$ cat src/rtl/max_unpool_pkg.sv
// Shared definitions for the max-pool / max-unpool pair.
//   DATA_W  : pooled value width
//   ADDR_W  : linear output address width (SIZE*SIZE <= 64)
//   HIS_W   : argmax history code width
//   HIS_*   : window position codes, shared with the pooling stage
//   state_e : unpool sequencer states
package max_unpool_pkg;

  localparam int unsigned DATA_W = 16;
  localparam int unsigned ADDR_W = 6;
  localparam int unsigned HIS_W  = 3;

  localparam logic [HIS_W-1:0] HIS_TL = 3'd0;
  localparam logic [HIS_W-1:0] HIS_TR = 3'd1;
  localparam logic [HIS_W-1:0] HIS_BL = 3'd2;
  localparam logic [HIS_W-1:0] HIS_BR = 3'd3;

  typedef enum logic [1:0] {
    LOAD = 2'd0,
    EMIT = 2'd1,
    DONE = 2'd2
  } state_e;

endpackage

$ cat src/rtl/max_unpool_if.sv
// Bus between the pooled-sample producer and the unpool stage.
//   load/in/history : one pooled sample and its argmax code (producer -> unpool)
//   result/addr     : reconstructed element and its linear address
//   out_valid       : result/addr valid
//   busy            : unpool is not accepting loads
//   done_up         : one-cycle end-of-frame pulse
interface max_unpool_if;
  import max_unpool_pkg::*;

  logic              load;
  logic [DATA_W-1:0] in;
  logic [HIS_W-1:0]  history;
  logic [DATA_W-1:0] result;
  logic [ADDR_W-1:0] addr;
  logic              out_valid;
  logic              busy;
  logic              done_up;

  modport master (
    output load, in, history,
    input  result, addr, out_valid, busy, done_up
  );

  modport slave (
    input  load, in, history,
    output result, addr, out_valid, busy, done_up
  );

endinterface

$ cat src/rtl/max_unpool_sel.sv
// Combinational window selector: passes the pooled value through only at the
// window position named by its history code, zero elsewhere.
//   value    : pooled value of the window
//   history  : argmax code of the window (codes 4..7 match nothing)
//   row_odd  : output row is the bottom row of the window
//   col_odd  : output column is the right column of the window
//   result_c : reconstructed element
module max_unpool_sel
  import max_unpool_pkg::*;
(
  input  logic [DATA_W-1:0] value,
  input  logic [HIS_W-1:0]  history,
  input  logic              row_odd,
  input  logic              col_odd,
  output logic [DATA_W-1:0] result_c
);

  logic [HIS_W-1:0] pos_c;

  // Code of the window position being produced; compared on all history bits.
  always_comb begin
    pos_c = HIS_TL;
    case ({row_odd, col_odd})
      2'b00:   pos_c = HIS_TL;
      2'b01:   pos_c = HIS_TR;
      2'b10:   pos_c = HIS_BL;
      2'b11:   pos_c = HIS_BR;
      default: pos_c = HIS_TL;
    endcase
    result_c = (history == pos_c) ? value : '0;
  end

endmodule

$ cat src/rtl/max_unpool.sv
// 2x2 max-unpool: buffers an N x N pooled map with argmax codes, then streams
// the rebuilt 2N x 2N map in raster order, one element per cycle.
//   clk, rst_n : clock, asynchronous active-low reset
//   bus        : slave side of max_unpool_if (load/in/history in;
//                result/addr/out_valid/busy/done_up out, all registered)
module max_unpool
  import max_unpool_pkg::*;
#(
  parameter int unsigned N = 3
) (
  input  logic         clk,
  input  logic         rst_n,
  max_unpool_if.slave  bus
);

  localparam int unsigned SIZE   = 2 * N;
  localparam int unsigned NN     = N * N;
  localparam int unsigned LCNT_W = (NN > 1) ? $clog2(NN) : 1;
  // Row counter reaches SIZE for one cycle to mark the end of the scan.
  localparam int unsigned ROW_W  = $clog2(SIZE + 1);
  localparam int unsigned COL_W  = $clog2(SIZE);

  state_e            state_q, state_d;
  logic [LCNT_W-1:0] lcnt_q, lcnt_d;
  logic [ROW_W-1:0]  row_q, row_d;
  logic [COL_W-1:0]  col_q, col_d;

  logic [DATA_W-1:0] result_d;
  logic [ADDR_W-1:0] addr_d;
  logic              out_valid_d;
  logic              busy_d;
  logic              done_up_d;
  logic              wr_en_c;

  logic [DATA_W-1:0] val_mem [NN];
  logic [HIS_W-1:0]  his_mem [NN];

  logic [LCNT_W-1:0] rd_idx_c;
  logic [DATA_W-1:0] sel_result_c;

  // Pooled sample feeding the current output element.
  assign rd_idx_c = LCNT_W'((32'(row_q) >> 1) * N + (32'(col_q) >> 1));

  max_unpool_sel u_sel (
    .value    (val_mem[rd_idx_c]),
    .history  (his_mem[rd_idx_c]),
    .row_odd  (row_q[0]),
    .col_odd  (col_q[0]),
    .result_c (sel_result_c)
  );

  // Sample buffer; contents are don't-care after reset.
  always_ff @(posedge clk) begin
    if (wr_en_c) begin
      val_mem[lcnt_q] <= bus.in;
      his_mem[lcnt_q] <= bus.history;
    end
  end

  // Next-state, counter and output decode.
  always_comb begin
    state_d     = state_q;
    lcnt_d      = lcnt_q;
    row_d       = row_q;
    col_d       = col_q;
    result_d    = '0;
    addr_d      = '0;
    out_valid_d = 1'b0;
    done_up_d   = 1'b0;
    wr_en_c     = 1'b0;

    case (state_q)
      LOAD: begin
        if (bus.load) begin
          wr_en_c = 1'b1;
          if (lcnt_q == LCNT_W'(NN - 1)) begin
            lcnt_d  = '0;
            state_d = EMIT;
          end else begin
            lcnt_d = lcnt_q + LCNT_W'(1);
          end
        end
      end

      EMIT: begin
        if (row_q == ROW_W'(SIZE)) begin
          // Scan finished on the previous edge; raise the end-of-frame pulse.
          row_d     = '0;
          col_d     = '0;
          done_up_d = 1'b1;
          state_d   = DONE;
        end else begin
          out_valid_d = 1'b1;
          result_d    = sel_result_c;
          addr_d      = ADDR_W'(32'(row_q) * SIZE + 32'(col_q));
          if (col_q == COL_W'(SIZE - 1)) begin
            col_d = '0;
            row_d = row_q + ROW_W'(1);
          end else begin
            col_d = col_q + COL_W'(1);
          end
        end
      end

      DONE: begin
        state_d = LOAD;
      end

      default: begin
        state_d = LOAD;
      end
    endcase

    busy_d = (state_d != LOAD);
  end

  // State, counters and registered outputs.
  always_ff @(posedge clk or negedge rst_n) begin
    if (!rst_n) begin
      state_q       <= LOAD;
      lcnt_q        <= '0;
      row_q         <= '0;
      col_q         <= '0;
      bus.result    <= '0;
      bus.addr      <= '0;
      bus.out_valid <= 1'b0;
      bus.busy      <= 1'b0;
      bus.done_up   <= 1'b0;
    end else begin
      state_q       <= state_d;
      lcnt_q        <= lcnt_d;
      row_q         <= row_d;
      col_q         <= col_d;
      bus.result    <= result_d;
      bus.addr      <= addr_d;
      bus.out_valid <= out_valid_d;
      bus.busy      <= busy_d;
      bus.done_up   <= done_up_d;
    end
  end

endmodule
$ cat src/flat_wrapper.sv
// flat-port wrapper written by rule: the top's interface ports become plain ports
module max_unpool_flat import max_unpool_pkg::*;
#(
  parameter int unsigned N = 3
)
  (clk, rst_n, bus_load, bus_in, bus_history, bus_result, bus_addr, bus_out_valid, bus_busy, bus_done_up);
  max_unpool_if bus_i ();
  input  logic clk;
  input  logic rst_n;
  input wire logic [$bits(bus_i.load)-1:0] bus_load;
  input wire logic [$bits(bus_i.in)-1:0] bus_in;
  input wire logic [$bits(bus_i.history)-1:0] bus_history;
  output wire logic [$bits(bus_i.result)-1:0] bus_result;
  output wire logic [$bits(bus_i.addr)-1:0] bus_addr;
  output wire logic [$bits(bus_i.out_valid)-1:0] bus_out_valid;
  output wire logic [$bits(bus_i.busy)-1:0] bus_busy;
  output wire logic [$bits(bus_i.done_up)-1:0] bus_done_up;
  assign bus_i.load = bus_load;
  assign bus_i.in = bus_in;
  assign bus_i.history = bus_history;
  assign bus_result = bus_i.result;
  assign bus_addr = bus_i.addr;
  assign bus_out_valid = bus_i.out_valid;
  assign bus_busy = bus_i.busy;
  assign bus_done_up = bus_i.done_up;
  max_unpool #(.N(N)) u_core (.clk(clk), .rst_n(rst_n), .bus(bus_i));
endmodule
$ cat config.mk
export PLATFORM = sky130hd
export DESIGN_NAME = max_unpool_flat
export DESIGN_NICKNAME = d
export VERILOG_FILES = /design/src/rtl/max_unpool_pkg.sv /design/src/rtl/max_unpool_if.sv /design/src/rtl/max_unpool_sel.sv /design/src/rtl/max_unpool.sv /design/src/flat_wrapper.sv
export SDC_FILE = /design/constraint.sdc
export NUM_CORES = 1
export LEC_CHECK = 0
export ABC_AREA = 1
export CORE_MARGIN = 1
export CORE_UTILIZATION = 40
export CTS_CLUSTER_DIAMETER = 80
export CTS_CLUSTER_SIZE = 40
export DETAILED_ROUTE_END_ITERATION = 6
export GPL_TIMING_DRIVEN = 0
export PLACE_DENSITY_LB_ADDON = 0.15
export SYNTH_ARGS = -nofsm -noshare
export SYNTH_HDL_FRONTEND = slang
export SYNTH_SLANG_ARGS = --single-unit
$ cat constraint.sdc
create_clock -name clk -period 3.4 [get_ports clk]
set_input_delay 0.51 -clock clk [delete_from_list [all_inputs] [get_ports clk]]
set_output_delay 0.51 -clock clk [all_outputs]
set_load 0.02 [all_outputs]
## Word-level counts from Yosys, hierarchy flattened

Memory sizes are Yosys's and may differ from the RTL's.
Index checks and enable logic that the tools add are counted.

- Memories: 2
- Flip-flop bits (word level): 37
- Output and inout port bits: 25
- Bits in writable memories: 171

- Add/sub/neg operators: 5
- Reductions and logical operators: 6
- Multiply operators: 2
- Mux-type cells: 23
- Equal/unequal tests: 8

Memory list:

| memory | depth | bits a word | read ports | clocked after Yosys merged registers in | wr ports | RTL line | text |
|---|---|---|---|---|---|---|---|
| u_core.val_mem | 9 | 16 | 1 | 0 | 1 | max_unpool.sv:35 | `logic [DATA_W-1:0] val_mem [NN];` |
| u_core.his_mem | 9 | 3 | 1 | 0 | 1 | max_unpool.sv:36 | `logic [HIS_W-1:0] his_mem [NN];` |

Operators by type and width:

| cell | count |
|---|---|
| 16-bit two-way mux | 3 |
| 3-bit two-way mux | 4 |
| 6-bit two-way mux | 2 |
| 3-bit case mux with 4 select lines | 1 |
| 1-bit two-way mux | 8 |
| 3-bit by 1-bit adder with 3-bit output (second input constant) | 2 |
| 6-bit by 3-bit adder with 6-bit output | 1 |
| 3-bit equality test (second input constant) | 2 |
| 2-bit two-way mux | 3 |
| 3-bit by 2-bit multiplier with 5-bit output (second input constant) | 1 |
| 4-bit by 1-bit adder with 4-bit output (second input constant) | 1 |
| 4-bit by 2-bit adder with 4-bit output | 1 |
| 2-bit by 1-bit equality test with 1-bit output (second input constant) | 2 |
| 2-bit equality test (second input constant) | 2 |
| 4-bit equality test (second input constant) | 1 |
| 2-bit zero test | 2 |
| 2-bit by 2-bit multiplier with 4-bit output (second input constant) | 1 |
| 4-bit two-way mux | 1 |
| 2-bit case mux with 2 select lines | 1 |
| 2-bit AND reduction | 2 |
| 2-bit nonzero test | 2 |
| 3-bit equality test | 1 |

## Logic depth before layout (Yosys ltp)

Gate-level depths: netlist (run 1).
An unclocked memory read counts as a cell.

- Depth after elaboration: 7
- Gate-level depth with buffers: 14
- Depth with buffers taken out: 13

## Modules after synthesis

A second synthesis (run 1) with hierarchy kept.

- Cell total of the unflattened synthesis: 889
- Area total of the unflattened synthesis: 9186.3 µm²

Modules (own cells, without submodules):

| module | seq. area each (µm²) | times used | area an instance (µm²) | cells an instance |
|---|---|---|---|---|
| max_unpool | 6060.8 | 1 | 8904.8 | 844 |
| max_unpool_sel | 0.0 | 1 | 281.5 | 45 |

## Worst setup path after synthesis (run 1)

Ideal clock, no wire load.

- Path type: reg2reg
- Start: register u_core.row_q[2]
- End: register u_core.bus.result[10]
- Library setup time: 0.080 ns
- Clock period less this slack: 2.720 ns
- Arrival time: 2.640 ns
- Path buffers: 2
- Cell stages (with the launch flop): 13
- Setup slack: 0.680 ns
- Cell sequence: dfrtp_1 > inv_1 > fa_1 > inv_1 > ha_1 > inv_1 > fa_1 > buf_2 > buf_1 > nand3_1 > nand3_1 > o211ai_1 > nor3_2

- Longest elaborated chain between the ends: 7

Ends and longest elaborated chain:

| what | RTL line | text |
|---|---|---|
| start: declaration | max_unpool.sv:25 | `logic [ROW_W-1:0] row_q, row_d;` |
| start signal: assignment | max_unpool.sv:132 | `row_q <= row_d;` |
| 2-bit by 2-bit multiplier with 4-bit output | max_unpool.sv:42 | `assign rd_idx_c = LCNT_W'((32'(row_q) >> 1) * N + (32'(col_q) >> 1));` |
| 4-bit by 2-bit adder with 4-bit output | max_unpool.sv:42 |  |
| memory 9 x 3 bit | -- |  |
| 3-bit equality test | max_unpool_sel.sv:30 | `result_c = (history == pos_c) ? value : '0;` |
| 16-bit two-way mux | max_unpool_sel.sv:30 |  |
| 16-bit two-way mux * | max_unpool.sv:86 | `if (row_q == ROW_W'(SIZE)) begin` |
| 16-bit two-way mux * | max_unpool.sv:72 | `case (state_q)` |
| via u_core.result_d[10] | max_unpool.sv:28 | `logic [DATA_W-1:0] result_d;` |
| end signal: assignment | max_unpool.sv:134 | `bus.result <= result_d;` |
| end: declaration | max_unpool_if.sv:26 | `output result, addr, out_valid, busy, done_up` |

The timed path passes the listed nets; every way through them passes the cells marked *.
A chain may end at the register's enable or synchronous reset.

## Worst setup path in the final report (run 1)

- Start: register u_core.col_q[2]
- End: register u_core.bus.result[6]

- Longest elaborated chain between the ends: 6

Ends and longest elaborated chain:

| what | RTL line | text |
|---|---|---|
| start: declaration | max_unpool.sv:26 | `logic [COL_W-1:0] col_q, col_d;` |
| start signal: assignment | max_unpool.sv:133 | `col_q <= col_d;` |
| 4-bit by 2-bit adder with 4-bit output * | max_unpool.sv:42 |  |
| memory 9 x 3 bit | -- |  |
| 3-bit equality test | max_unpool_sel.sv:30 |  |
| 16-bit two-way mux * | max_unpool_sel.sv:30 |  |
| 16-bit two-way mux * | max_unpool.sv:86 |  |
| 16-bit two-way mux * | max_unpool.sv:72 |  |
| via u_core.result_d[6] | max_unpool.sv:28 |  |

Marked as above.

==> results.yml, run 1 <==
run_status:
  status: "finished clean"
final_layout:
  fillers: 1901
  nNetsFinal: 822
  n_antenna_cell: 0
  final_util_pct: 47.92
  fin_area_sq_mm: 0.01010
  area_growth_syn_to_layout_pct: 16.87
  final_cell_mix: "181 x nand2_1, 171 x edfxtp_1, 131 x nand3_1"
  drive_gt1_share_pct: 12.58
  layout_commonest_cell: "nand2_1"
  fin_cells: 1062
drt:
  route.detailed.drc: 0
  first_pass_iters: 7
  drtIter0Drc: 407
  viasPerCell: 5.262
  wl_per_cell_um: 20.13
  wl_um: 21380
  vias: 5588
  antenna_left: 0
setup_path:
  worstSetupEndpoint: "u_core.bus.result[6]"
  crit_fanout: 10
  reg2regPathDepth: 11
  r2r-end: "u_core.bus.result[6]"
  slowest_delay_ns: 0.56
  worstSetupStartpoint: "u_core.col_q[2]"
  timing.critical_path.cells: "inv_1 -> fa_1 -> inv_1 -> ha_1 -> clkbuf_1 -> clkbuf_2 -> nand3_1 -> nand3_1 -> nand3_1 -> o211ai_1 -> nor3_2"
  crit_path_start_kind: "register"
  crit_type: "reg2reg"
  arrival_ns: 3.57
  crit_path_top_delay_cell: "fa_1"
  crit_path_frequent_cell: "nand3_1"
  crit_required_ns: 3.76
  worstSetupEndpointType: "register"
  r2r_slack_ns: 0.18
  r2r-start: "u_core.col_q[2]"
timing:
  timing.final.hold_violations: 0
  fin_crit_ns: 3.216
  finClkSkew_ns: 0.02044
  rsz0062_at_grt: "no"
  fin_setup_tns_ns: 0
  setup_slack_ns: 0.1837
  finalCritPeriodShare_pct: 94.60
  worstMarginPinSlew_ns: 0.9246
  slew_headroom_pct: 38.02
  setup_viol: 0
  maxSlewViolCount: 0
  fmax_mhz: 310.9
clock_network:
  cts_sinks: 208
  numCtsBuffers: 11
  cts_tree: "built"
  worstSkewPairLatency_ns: 0.48
  cts_root_buf: "clkbuf_16"
  clk_pin_slew_worst_paths_ns: 0.12
  cts_setup_buffers: 0
  htree_levels: 1
  clockBufferDepth: 3
synthesis:
  ys_seq_area_share_pct: 70.10
  synth_warnings: 0
  synth_flop_cell: "edfxtp_1"
  synth_edf_count: 171
  synth_top_family_by_area: "simple AND/OR/NAND/NOR gates"
  synth.avg_cell_area_sq_um: 12.23
  yosysUniqueCellTypes: 31
  syn_inst: 707
  synth_xor_area_share_pct: 0.1013
  synthAdderAreaFrac_pct: 2.663
  synthesis.area_sq_mm: 0.008646
  synth.area.mux_share_pct: 0
  synth_nets: 745
  ys_ff_latch: 208
  ys_async_sr_fraction_pct: 17.79
  synth_simple_gate_area_share_pct: 19.48
  synth_compound_area_share_pct: 2.663
placement:
  detailed_place_hpwl_um: 14460
  place_congestion: 0.8323
  placement.io_buffers: 46
  dpl_cell_area_sq_mm: 0.009723
  preCtsSetupSlack_ns: -0.1606
  dp_cells: 1045
grt:
  grt_max_degree: 36
  grt_pass1_vias: 5499
  antenna_found_initial: 0
  grt_overflow_total: 0
  grt_first_pass_wirelength_um: 32730
  grtUsageTotal_pct: 20.19
die:
  start_util_pct: 41.00
  die_w_um: 149.0
  die_area_sq_mm: 0.02221
  ioPinCount: 47
  die_h_um: 149.0
  core_area_sq_mm: 0.02109
  num_rows: 53
worst_hold_path:
  hp-class: "in2async"
job:
  maxCapViolCount: 0
power_and_ir_drop:
  power.density_mw_per_mm2: 580.7
  p_leak_uw: 0.003795
  ir_drop_mv: 0.2651
## sequential cells by signal, indices dropped and copies added (netlist names)
signal,count
u_core.bus.addr,6
u_core.bus.busy,1
u_core.bus.done_up,1
u_core.bus.out_valid,1
u_core.bus.result,16
u_core.col_q,3
u_core.his_mem,27
u_core.lcnt_q,4
u_core.row_q,3
u_core.state_q,2
u_core.val_mem,144
## cells by family (layout without fill, tap and decap cells)
kind of cell / Yosys count / count (layout)
AND/OR/NAND/NOR: 365 / 365
flip-flops: 208 / 208
buffers and inverters: 80 / 160
AO/OA/AOI/OAI: 37 / 37
adder cells (fa/ha/maj): 16 / 16
XOR/XNOR: 1 / 1
## final cells by class
type                    instances  area [sq um]  area share, %
repair buffers                 64         705.7          6.984
plain buffers                  35         280.3          2.774
well taps                     275         344.1          3.405
inverters                      45         170.2          1.684
flip-flops and latches        208          6061          59.98
clock inverters                 5         77.57         0.7677
clock buffers                  11         275.3          2.724
multi-input cells             419          2191          21.68
## synth_stat cells, drive strengths merged, types with 4 or more instances
cell type	count	area, sq um
clkbuf	6	22.52
o211ai	17	127.6
ha	12	150.1
buf	29	240.2
dfrtp	37	925.9
edfxtp	171	5135
a21oi	7	35.03
o21ai	12	60.05
inv	44	165.2
nor2	16	62.56
fa	4	80.08
nand2	185	709.4
nand3	136	713.2
nor3	26	185.2
## per-stage QoR
stage               power [uW]  hold WS (ns)
floorplan                 3905        0.2144
global placement          4311        0.5526
detailed placement        4443        0.4441
CTS                       5914        0.4611
global route              6131        0.4751
finish                    5868        0.4504
## layer usage
metal	GRT usage [%]	vias to the layer above	share of wire, %
li1	-	2609	-
met1	27.85	2738	44
met2	33.09	202	48
met3	2.324	39	5.9
met4	6.990	0	2.5
met5	0	-	0
## what timing repair did
| action | 4_1_cts | 5_1_grt |
|---|---|---|
| hold buffers | 1 | 0 |
| endpoints found under the hold margin | 10 | 0 |
| endpoints found under the setup margin | 14 | 13 |
| gates resized for setup | 5 | 10 |
## worst max-delay path, delay by kind of cell, from the launching register on
kind,cells,cell delay (ns)
adder cells (fa/ha/maj),2,0.86
buffers and inverters,4,1.15
flip-flops,1,0.42
AO/OA/AOI/OAI,1,0.25
AND/OR/NAND/NOR,4,0.41
## report_power, final
group | switching (uW) | internal [uW] | leakage [uW]
logic | 845 | 414 | 0.00157
clock network | 846 | 640 | 0.000170
registers | 82.9 | 3040 | 0.00205
## worst min-delay path by stage
| stage | to | depth (start not counted) |
|---|---|---|
| after floorplan | u_core.bus.addr[0] | 0 |
| after global placement | u_core.lcnt_q[3] | 2 |
| after detailed placement | u_core.row_q[2] | 1 |
| after CTS | u_core.col_q[0] | 2 |
| after global routing | u_core.bus.result[2] | 2 |
| final | u_core.col_q[0] | 2 |
(Power assumes the default switching activity.)
==> inputs of run 2 (changes only) <==
Settings changed: CORE_MARGIN 1 to 3.
==> run 2 against run 1 <==
Worst hold slack lost 0.30 ns. Non-clock buffer count fell by 2. Final cell count barely moved. Sequential share of layout area up 0.28 points. Clock skew increased by 0.0032 ns. Sequential cell count is the same. Critical path depth grew 1. Wire length rose by 3.7%. First-iteration DRC count rose by 2.9%. Utilization decreased by 0.37 points. Die area up 5.4%. Critical path type unchanged. Global-route usage is 1.3 points lower.
==> results.yml, run 2 (same netlist as run 1, synthesis figures left out) <==
timing:
  maxSlewViolCount: 0
  rsz0062_at_grt: "no"
  timing.final.hold_violations: 0
  setup_viol: 0
  finalCritPeriodShare_pct: 95.58
  finClkSkew_ns: 0.02360
  setup_slack_ns: 0.1502
  fmax_mhz: 307.7
  worstMarginPinSlew_ns: 0.9113
  slew_headroom_pct: 39.24
  fin_crit_ns: 3.250
die:
  start_util_pct: 40.87
  num_rows: 53
  die_w_um: 153.0
  die_area_sq_mm: 0.02342
  ioPinCount: 47
  core_area_sq_mm: 0.02115
  die_h_um: 153.0
grt:
  grt_max_degree: 38
  antenna_found_initial: 0
  grt_pass1_vias: 5702
  grt_first_pass_wirelength_um: 33710
  grt_overflow_total: 0
  grtUsageTotal_pct: 18.85
drt:
  drtIter0Drc: 419
  first_pass_iters: 4
  viasPerCell: 5.279
  vias: 5601
  wl_met1_um: 9199
  antenna_left: 0
  wl_um: 22170
  met2_length_um: 11100
  wl_met3_um: 1409
  route.detailed.drc: 0
  dr.max_layer_used: "met4"
  wl_per_cell_um: 20.90
final_layout:
  area_growth_syn_to_layout_pct: 16.34
  drive_gt1_share_pct: 12.47
  n_antenna_cell: 0
  largest_register: "u_core.val_mem"
  nNetsFinal: 820
  largestRegisters: "u_core.val_mem: 144 flops, u_core.his_mem: 27 flops, u_core.bus.result: 16 flops"
  layout_commonest_cell: "nand2_1"
  final_cell_mix: "181 x nand2_1, 171 x edfxtp_1, 131 x nand3_1"
  final_util_pct: 47.55
  fin_area_sq_mm: 0.01006
  largest_register_ffs: 144
clock_network:
  clockBufferDepth: 3
  cts_tree: "built"
  numCtsBuffers: 11
  cts_root_buf: "clkbuf_16"
  clk_pin_slew_worst_paths_ns: 0.12
  cts_sinks: 208
  postCtsHoldBufs: 0
  cts_setup_buffers: 0
  htree_levels: 1
  worstSkewPairLatency_ns: 0.48
power_and_ir_drop:
  ir_drop_mv: 0.2616
  power.density_mw_per_mm2: 584.9
  p_leak_uw: 0.003777
placement:
  preCtsSetupSlack_ns: -0.1597
  dpl_cell_area_sq_mm: 0.009694
  placement.io_buffers: 46
  place_congestion: 0.7924
  detailed_place_hpwl_um: 14660
setup_path:
  crit_path_start_kind: "register"
  r2r-start: "u_core.row_q[2]"
  crit_required_ns: 3.75
  crit_type: "reg2reg"
  arrival_ns: 3.60
  crit_fanout: 10
  r2r-end: "u_core.bus.result[4]"
  r2r_slack_ns: 0.15
  worstSetupStartpoint: "u_core.row_q[2]"
  worstSetupEndpointType: "register"
  reg2regPathDepth: 12
worst_hold_path:
  hp-class: "in2async"
job:
  maxCapViolCount: 0
run_status:
  status: "finished clean"
==> run 2: power by group <==
part	internal [uW]	leakage (uW)	switching [uW]
Sequential	3040	0.00205	86.5
Combinational	409	0.00155	860
Clock	643	0.000172	844
Total	4090	0.00378	1790
==> run 2: worst max-delay path by stage <==
| stage | end | depth (start not counted) |
|---|---|---|
| final | u_core.bus.result[4] | 12 |
| after global routing | u_core.bus.result[5] | 12 |
| after CTS | u_core.bus.result[4] | 12 |
| after detailed placement | u_core.bus.result[6] | 12 |
| after global placement | u_core.val_mem[5][6] | 3 |
| after floorplan | u_core.bus.result[10] | 12 |
==> run 2: layout make-up <==
type,count,area (sq um)
clock buffers,11,275.3
plain buffers,35,279.0
inverters,45,170.2
flip-flops and latches,208,6061
fillers,1837,11100
clock inverters,6,71.32
well taps,275,344.1
repair buffers,62,666.9
multi-input cells,419,2191
==> run 2: layer usage <==
layer | vias up | track usage, %
met2 | 199 | 32.65
met5 | - | 0
met1 | 2754 | 24.98
met3 | 38 | 2.690
met4 | 0 | 5.176
li1 | 2610 | -
==> run 2: through the flow <==
step                setup TNS [ns]  hold slack [ns]  total power, uW  cells
finish                           0           0.1529             5883   1061
global route                     0           0.2205             6146   1061
CTS                              0           0.1837             5927   1061
detailed placement          -1.289           0.5820             4450   1044
global placement           -162.63           0.5528             4313   1028
floorplan                        0           0.2144             3905    707
==> run 2: worst max-delay path, cell delays in order, from the launching register on <==
cell and delay [ns]:
dfrtp_1 0.45, inv_1 0.20, fa_1 0.45, inv_1 0.07
ha_1 0.14, inv_1 0.05, fa_1 0.55, clkbuf_4 0.27
clkbuf_4 0.30, nand3_1 0.10, nand3_1 0.09, o211ai_1 0.10
nor3_1 0.34
==> run 2: repair_timing <==
action | in CTS | in global routing
endpoints found under the hold margin | 0 | 0
endpoints found under the setup margin | 15 | 10
gates resized for setup | 5 | 9
